`config.mk`:
```
export PLATFORM = sky130hd
export DESIGN_NAME = seg_scan_decoder
export DESIGN_NICKNAME = d
export VERILOG_FILES = /design/src/rtl/seg_scan_decoder.sv
export SDC_FILE = /design/constraint.sdc
export NUM_CORES = 1
export LEC_CHECK = 0
export BUFFER_PORTS_ARGS = -buffer_cell sky130_fd_sc_hd__buf_2
export CAP_MARGIN = 25
export CORE_MARGIN = 4
export CORE_UTILIZATION = 26
export DETAILED_ROUTE_END_ITERATION = 8
export SKIP_LAST_GASP = 1
export SYNTH_ARGS = -nofsm -noshare
export SYNTH_HDL_FRONTEND = slang
export SYNTH_SLANG_ARGS = --single-unit
```
`constraint.sdc`:
```
create_clock -name mclk -period 2.2 [get_ports mclk]
set_input_delay 0.33 -clock mclk [delete_from_list [all_inputs] [get_ports mclk]]
set_output_delay 0.33 -clock mclk [all_outputs]
set_load 0.05 [all_outputs]
```
`src/rtl/seg_scan_decoder.sv`:
```
// Receiver for the scanned 4-digit seven-segment bus; rebuilds 4-symbol frames
// behind a valid/ready handshake. Define SEG_DECODE_STATS_EN to count invalid captures.
module seg_scan_decoder #(
  parameter int unsigned SETTLE_CYC     = 4,
  parameter bit          SEL_ACTIVE_LOW = 1'b1,
  parameter bit          SEG_ACTIVE_LOW = 1'b1
) (
  input  logic        mclk,
  input  logic        rst_n,
  input  logic [3:0]  select_disp,
  input  logic        AE,
  input  logic        BE,
  input  logic        CE,
  input  logic        DE,
  input  logic        EE,
  input  logic        FE,
  input  logic        GE,
  output logic [19:0] frame_data,
  output logic        frame_valid,
  input  logic        frame_ready,
  output logic        overrun,
  output logic        sel_err,
  output logic [7:0]  invalid_cnt
);

  typedef enum logic [1:0] {IDLE, SETTLE, HOLD} state_e;

  localparam logic [8:0] SETTLE_TC = 9'(SETTLE_CYC);

  state_e      state_q, state_d;
  logic [3:0]  sel_q;
  logic [6:0]  pat_q;
  logic [3:0]  rsel_q, rsel_d;
  logic [6:0]  rpat_q, rpat_d;
  logic [7:0]  cnt_q, cnt_d;
  logic [3:0]  mask_q, mask_d;
  logic [19:0] slots_q, slots_d;
  logic [19:0] fdata_q, fdata_d;
  logic        fvalid_q, fvalid_d;
  logic        ovr_q, ovr_d;
  logic        selerr_q, selerr_d;
  logic        one_hot, multi, same, capture;
  logic [4:0]  sym;

  function automatic logic [4:0] decode(input logic [6:0] p);
    case (p)
      7'h3F: decode = 5'd0;
      7'h06: decode = 5'd1;
      7'h5B: decode = 5'd2;
      7'h4F: decode = 5'd3;
      7'h66: decode = 5'd4;
      7'h6D: decode = 5'd5;
      7'h7D: decode = 5'd6;
      7'h07: decode = 5'd7;
      7'h7F: decode = 5'd8;
      7'h6F: decode = 5'd9;
      7'h77: decode = 5'd10;
      7'h7C: decode = 5'd11;
      7'h39: decode = 5'd12;
      7'h5E: decode = 5'd13;
      7'h79: decode = 5'd14;
      7'h71: decode = 5'd15;
      7'h00: decode = 5'd16;
      7'h40: decode = 5'd17;
      default: decode = 5'd31;
    endcase
  endfunction

  // Bus is registered once and normalised to active-high here
  always_ff @(posedge mclk or negedge rst_n) begin
    if (!rst_n) begin
      sel_q <= 4'd0;
      pat_q <= 7'd0;
    end else begin
      sel_q <= select_disp ^ {4{SEL_ACTIVE_LOW}};
      pat_q <= {GE, FE, EE, DE, CE, BE, AE} ^ {7{SEG_ACTIVE_LOW}};
    end
  end

  assign one_hot = (sel_q != 4'd0) && ((sel_q & (sel_q - 4'd1)) == 4'd0);
  assign multi   = (sel_q != 4'd0) && !one_hot;
  assign same    = (sel_q == rsel_q) && (pat_q == rpat_q);
  assign sym     = decode(pat_q);

  always_comb begin
    state_d  = state_q;
    rsel_d   = rsel_q;
    rpat_d   = rpat_q;
    cnt_d    = cnt_q;
    mask_d   = mask_q;
    slots_d  = slots_q;
    fdata_d  = fdata_q;
    fvalid_d = fvalid_q;
    ovr_d    = ovr_q;
    selerr_d = selerr_q;
    capture  = 1'b0;

    if (mask_q == 4'hF) begin
      mask_d = 4'd0;
      if (!fvalid_q || frame_ready) begin
        fdata_d  = slots_q;
        fvalid_d = 1'b1;
      end else begin
        ovr_d = 1'b1;
      end
    end else if (fvalid_q && frame_ready) begin
      fvalid_d = 1'b0;
    end

    case (state_q)
      IDLE: begin
        if (one_hot) begin
          state_d = SETTLE;
          cnt_d   = 8'd1;
          rsel_d  = sel_q;
          rpat_d  = pat_q;
        end else if (multi) begin
          selerr_d = 1'b1;
        end
      end
      SETTLE, HOLD: begin
        if (!same) begin
          if (one_hot) begin
            state_d = SETTLE;
            cnt_d   = 8'd1;
            rsel_d  = sel_q;
            rpat_d  = pat_q;
          end else begin
            state_d = IDLE;
            cnt_d   = 8'd0;
          end
        end else if (state_q == SETTLE) begin
          cnt_d = cnt_q + 8'd1;
          if ({1'b0, cnt_q} + 9'd1 >= SETTLE_TC) begin
            capture = 1'b1;
            state_d = HOLD;
          end
        end
      end
      default: state_d = IDLE;
    endcase

    // sel_q equals the recorded select whenever a capture fires
    if (capture) begin
      for (int i = 0; i < 4; i++) begin
        if (sel_q[i]) slots_d[5*i +: 5] = sym;
      end
      mask_d = mask_d | sel_q;
    end
  end

  always_ff @(posedge mclk or negedge rst_n) begin
    if (!rst_n) begin
      state_q  <= IDLE;
      rsel_q   <= 4'd0;
      rpat_q   <= 7'd0;
      cnt_q    <= 8'd0;
      mask_q   <= 4'd0;
      slots_q  <= 20'd0;
      fdata_q  <= 20'd0;
      fvalid_q <= 1'b0;
      ovr_q    <= 1'b0;
      selerr_q <= 1'b0;
    end else begin
      state_q  <= state_d;
      rsel_q   <= rsel_d;
      rpat_q   <= rpat_d;
      cnt_q    <= cnt_d;
      mask_q   <= mask_d;
      slots_q  <= slots_d;
      fdata_q  <= fdata_d;
      fvalid_q <= fvalid_d;
      ovr_q    <= ovr_d;
      selerr_q <= selerr_d;
    end
  end

`ifdef SEG_DECODE_STATS_EN
  logic [7:0] inv_q;

  always_ff @(posedge mclk or negedge rst_n) begin
    if (!rst_n)
      inv_q <= 8'd0;
    else if (capture && (sym == 5'd31) && (inv_q != 8'hFF))
      inv_q <= inv_q + 8'd1;
  end

  assign invalid_cnt = inv_q;
`else
  assign invalid_cnt = 8'd0;
`endif

  assign frame_data  = fdata_q;
  assign frame_valid = fvalid_q;
  assign overrun     = ovr_q;
  assign sel_err     = selerr_q;

endmodule

```
* Yosys cells after proc, flatten, opt, wreduce, memory -nomap -nowiden
Index checks and enable logic that the tools add are counted.
Storage, ports and cells: register bits after elaboration 79, memory bits (writable) 0, word-level logic and storage cells 104, memory bits (read-only) 0, output and inout port bits 31, bits in latches 0, memories 0, bits of input ports 14
Cells by class: div/mod/pow operators 0, reductions and logical operators 25, shift operators 0, $add $sub $neg 3, eq/ne operators 27, multiply operators 0, order comparisons 1, muxes and demuxes 27, bitwise operators 6
Operators with widths (count):
- $eq 7x7->1 const B | 13
- $pmux 5 s18 | 1
- $mux 8 | 3
- $mux 4 | 4
- $pmux 8 s2 | 1
- $reduce_and 2->1 | 8
- $eq 7x3->1 const B | 2
- $eq 7x6->1 const B | 2
- $mux 7 | 2
- $pmux 7 s2 | 1
- $add 8x1->9 const B | 1
- $ge 9x3->1 const B | 1
- $mux 1 | 9
- $reduce_and 3->1 | 3
- $add 8x1->8 const B | 1
- $mux 2 | 4
- $pmux 4 s2 | 1
- $eq 7x7->1 | 1
- $logic_not 7->1 | 1
- $not 7->7 | 1
- $ne 3x3->1 const B | 2
- $and 4x4->4 | 1
- $eq 4x4->1 | 1
- $eq 4x4->1 const B | 1
- 17 further kinds | 24

* Longest topological paths before layout
word-level depth 7, depth in mapped cells 8, mapped depth without buffers 7

* Worst setup path before layout
Ideal clock, no wire load.
path kind reg2reg, start register state_q[0], end register rpat_q[0], buffers on the path 2, arrival 2112 ps, setup slack -37 ps, required time 2075 ps, cell stages (with the launch flop) 9, path through dfrtp_1 inv_1 ha_1 inv_1 or4_1 buf_6 o211ai_4 buf_12 mux2_4
Between the ends: cells in the longest elaborated chain, start to end 4, elaborated cells on any way between the ends 8, classes of those cells 3 x eq/ne; 1 x mux; 4 x reduce/logical
RTL lines:
- start: declaration | RTL line 30 | state_e state_q, state_d;
- start signal: assignment | RTL line 165 | state_q <= state_d;
- $eq 2x1->1 / $eq 2x2->1 (equally long branches) | RTL line 110 | case (state_q)
- $reduce_or 2->1 | RTL line 110
- $ne 2x2->1 (no source line) / $reduce_bool 2->1 (equally long branches)
- $reduce_and 2->1 (no source line)
- end signal: assignment | RTL line 167 | rpat_q <= rpat_d;
- end: declaration | RTL line 34 | logic [6:0] rpat_q, rpat_d;
Parallel ways exist; a longest one is shown, timed or not. A chain may end at the register's enable or synchronous reset.

* Worst setup path after layout
start register pat_q[5], end register rpat_q[4]
Between the ends: cells in the longest elaborated chain, start to end 4
RTL lines:
- start: declaration | RTL line 32 | logic [6:0] pat_q;
- start signal: assignment | RTL line 76 | pat_q <= {GE, FE, EE, DE, CE, BE, AE} ^ {7{SEG_ACTIVE_LOW}};
- $eq 7x7->1 | RTL line 82 | assign same = (sel_q == rsel_q) && (pat_q == rpat_q);
- $logic_and 1x1->1 | RTL line 82
- $ne 2x2->1 (no source line)
- $reduce_and 2->1 (no source line)
Every way passes these cells.

==> qor.yml <==
status: "finished, final reports clean"
syn_inst: 357
synth.cell_area_sq_um: 3860
ant_nets: 0
grt_overflow: 0
via_count: 2810
firstDrtPassIters: 4
critPathKind: "reg -> reg"
arrival_ns: 2.31
grt_max_degree: 53
dp_cells: 587
grt_pass1_vias: 2813
intPower_mw: 2.91
final.min_clock_period_ns: 2.09
io_pins: 45
rsz0062_at_grt: "true"
stdcell_area_sq_um: 4760
clockBufferDepth: 2
seq_area_frac_synth_pct: 51.2
synth-seq-cells: 79
hold_class: "in -> reg"
wl_per_cell_microns: 13.7
powerDensity_nw_per_um2: 844
period_share_pct: 94.8
gr-usage-all-layers_pct: 10.5
port_buffers: 36
area_delta_synth_final_pct: 23.4
p_comb_share_pct: 20.4
avgViaCountPerCell: 4.61
switching_share_pct: 27.7
skew_ns: 0.00457
slew_violations: 0
grt_pass1_wl_microns: 14000
power.total_mw: 4.02
clk_pin_slew_ns: 0.06
crit_chain: "xnor2_1, nand4_1, or4_1, o211ai_4, buf_4, mux2_4"
place.gp.congestion: 0.866
coreArea_sq_um: 14500
power.leakage_nw: 2.28
rows: 44
die_x_microns: 130
fin_nets: 439
ys.warnings.count: 0
max_stage_delay_ns: 0.50
h-tree-depth: 3
synth_edf_count: 0
timing.hold.ws_ns: 0.122
antenna_found_initial: 0
cp.required_ns: 2.42
setup-tns-final_ns: 0
fmax_mhz: 479
drc_errors: 0
finalHoldViolCount: 0
finalSetupViolations: 0
cts_tree: "done"
cts.sinks: 79
crit_path_top_delay_cell: "or4_1"
cp_max_fo: 8
dp_hpwl_microns: 5900
clockRootBuffer: "clkbuf_16"
cp-start-kind: "flip-flop"
ys.flop_type: "dfrtp_1"
fin_util_pct: 32.8
clock_power_share_pct: 38.0
synth_cell_types: 56
p_sw_mw: 1.11
layout_setup_ws_ns: 0.114
final_cells: 610
diodes: 0
die_h_microns: 130
async_flop_share_pct: 100
numCtsBuffers: 9
drive_gt1_share_pct: 31.2
drt-total-wl_microns: 8380
crit_path_end_kind: "flip-flop"
fillers: 1478
max-vdd-ir-drop_mv: 0.346
clk_latency_ns: 0.34
drtIter0Drc: 245
placed_area_sq_um: 4370
place_ws_ns: 0.0524
p_seq_share_pct: 41.6
maxCapViolCount: 0
dieArea_sq_um: 16900
start_util_pct: 26.6
syn-mean-instance-area_sq_um: 10.8
[critical path, delay by kind of cell (launching register included)]
| kind | cells | cell delay, ns |
|---|---|---|
| muxes | 1 | 0.30 |
| DFF | 1 | 0.48 |
| xor gates and xnor gates | 1 | 0.23 |
| AOI/OAI and AO/OA | 1 | 0.14 |
| and+or+nand+nor | 2 | 0.63 |
| buffers and inverters | 1 | 0.19 |
[logic make-up (layout without fill, tap and decap cells)]
group / Yosys count / count (layout) / synth area share (%)
xor gates and xnor gates: 13 / 13 / 2.95
DFF: 79 / 79 / 51.2
AOI/OAI and AO/OA: 79 / 79 / 13.4
buffers and inverters: 49 / 111 / 6.93
muxes: 32 / 32 / 10.3
adders and majority gates: 5 / 5 / 1.55
and+or+nand+nor: 99 / 99 / 13.5
other: 1 / 8 / 0.0971
[timing repair]
item / in CTS / in global routing
hold buffers: 1 / 0
resized for setup: 0 / 7
setup buffers: 0 / 6
hold endpoints to repair: 27 / 0
endpoints found under the setup margin: 0 / 30
[layer usage]
| metal | vias up | track usage, % | share of wire [%] |
|---|---|---|---|
| met2 | 63 | 16.5 | 48 |
| met3 | 11 | 3.52 | 5.2 |
| li1 | 1375 | - | - |
| met5 | - | 0 | 0 |
| met4 | 0 | 3.12 | 1.3 |
| met1 | 1361 | 13.8 | 46 |
[synthesized netlist by cell type (2+ instances only)]
library cell,instances,area [sq um]
a211o_1,2,17.5
a21oi_1,11,55.1
a31oi_1,2,12.5
a32oi_1,2,17.5
and2_1,5,31.3
and3_1,2,12.5
buf_1,2,7.51
buf_2,9,45.0
buf_4,9,67.6
buf_6,3,33.8
clkbuf_1,5,18.8
dfrtp_1,79,1980
ha_1,4,50.1
inv_1,20,75.1
mux2_2,22,248
mux2_4,10,150
nand2_1,40,150
nand2b_1,4,25.0
nand3_1,7,35.0
nand3b_1,4,30.0
nand4_1,6,37.5
nor2_1,8,30.0
nor2b_1,4,25.0
nor3_1,4,20.0
nor3b_1,3,22.5
nor4_1,3,18.8
nor4_2,2,25.0
o2111ai_1,5,43.8
o211ai_1,2,15.0
o21a_1,2,15.0
o21ai_0,34,170
o31ai_1,5,37.5
o41ai_1,2,17.5
or3_1,2,12.5
xnor2_1,12,105
[state kept, by name, summed over array words and instances (netlist names)]
name / flops
state_q: 2
sel_q: 4
frame_data: 20
rsel_q: 4
overrun: 1
rpat_q: 7
slots_q: 20
pat_q: 7
mask_q: 4
sel_err: 1
frame_valid: 1
cnt_q: 8
[worst paths after layout]
path	from	endpoint	slack [ns]	cells after the start
max in group asynchronous	rst_n	frame_data[12]	1.14	3
worst max register to register	pat_q[5]	rpat_q[4]	0.11	6
worst min register to register	mask_q[3]	mask_q[3]	0.47	2
worst min-delay path	FE	pat_q[5]	0.12	2
min in group asynchronous	rst_n	pat_q[3]	0.46	2
worst max-delay path	pat_q[5]	rpat_q[4]	0.11	6
[layout make-up]
type / count / area, sq um / share of cell area [%]
flip-flops and latches: 79 / 1980 / 41.5
clock inverters: 6 / 66.3 / 1.39
inverters: 20 / 75.1 / 1.58
repair buffers: 75 / 490 / 10.3
multi-input cells: 236 / 1690 / 35.4
clock buffers: 10 / 239 / 5.02
well taps: 184 / 230 / 4.83
[cells in the final DEF (no fill, tap or decap), types with 4 or more instances in the layout]
| master | Yosys | layout |
|---|---|---|
| clkbuf_16 | 0 | 9 |
| buf_2 | 9 | 35 |
| and2_1 | 5 | 5 |
| o31ai_1 | 5 | 4 |
| o21ai_0 | 34 | 34 |
| nand4_1 | 6 | 6 |
| nor2b_1 | 4 | 4 |
| nor2_1 | 8 | 8 |
| inv_1 | 20 | 20 |
| conb_1 | 1 | 8 |
| nand3b_1 | 4 | 4 |
| buf_4 | 9 | 38 |
| nand3_1 | 7 | 7 |
| mux2_2 | 22 | 22 |
| dfrtp_1 | 79 | 78 |
| nand2_1 | 40 | 40 |
| nand2b_1 | 4 | 4 |
| xnor2_1 | 12 | 12 |
| o2111ai_1 | 5 | 5 |
| a21oi_1 | 11 | 11 |
| mux2_4 | 10 | 10 |
[power groups by stage]
| stage | clock network [mW] | registers [mW] | logic [mW] |
|---|---|---|---|
| after CTS | 1.58 | 1.67 | 0.787 |
| after detailed placement | 0 | 1.69 | 0.782 |
| after global placement | 0 | 1.69 | 0.768 |
| final | 1.53 | 1.67 | 0.822 |
| after floorplan | 0 | 1.68 | 0.571 |
| after global routing | 1.63 | 1.69 | 0.902 |
(Power assumes the default switching activity.)
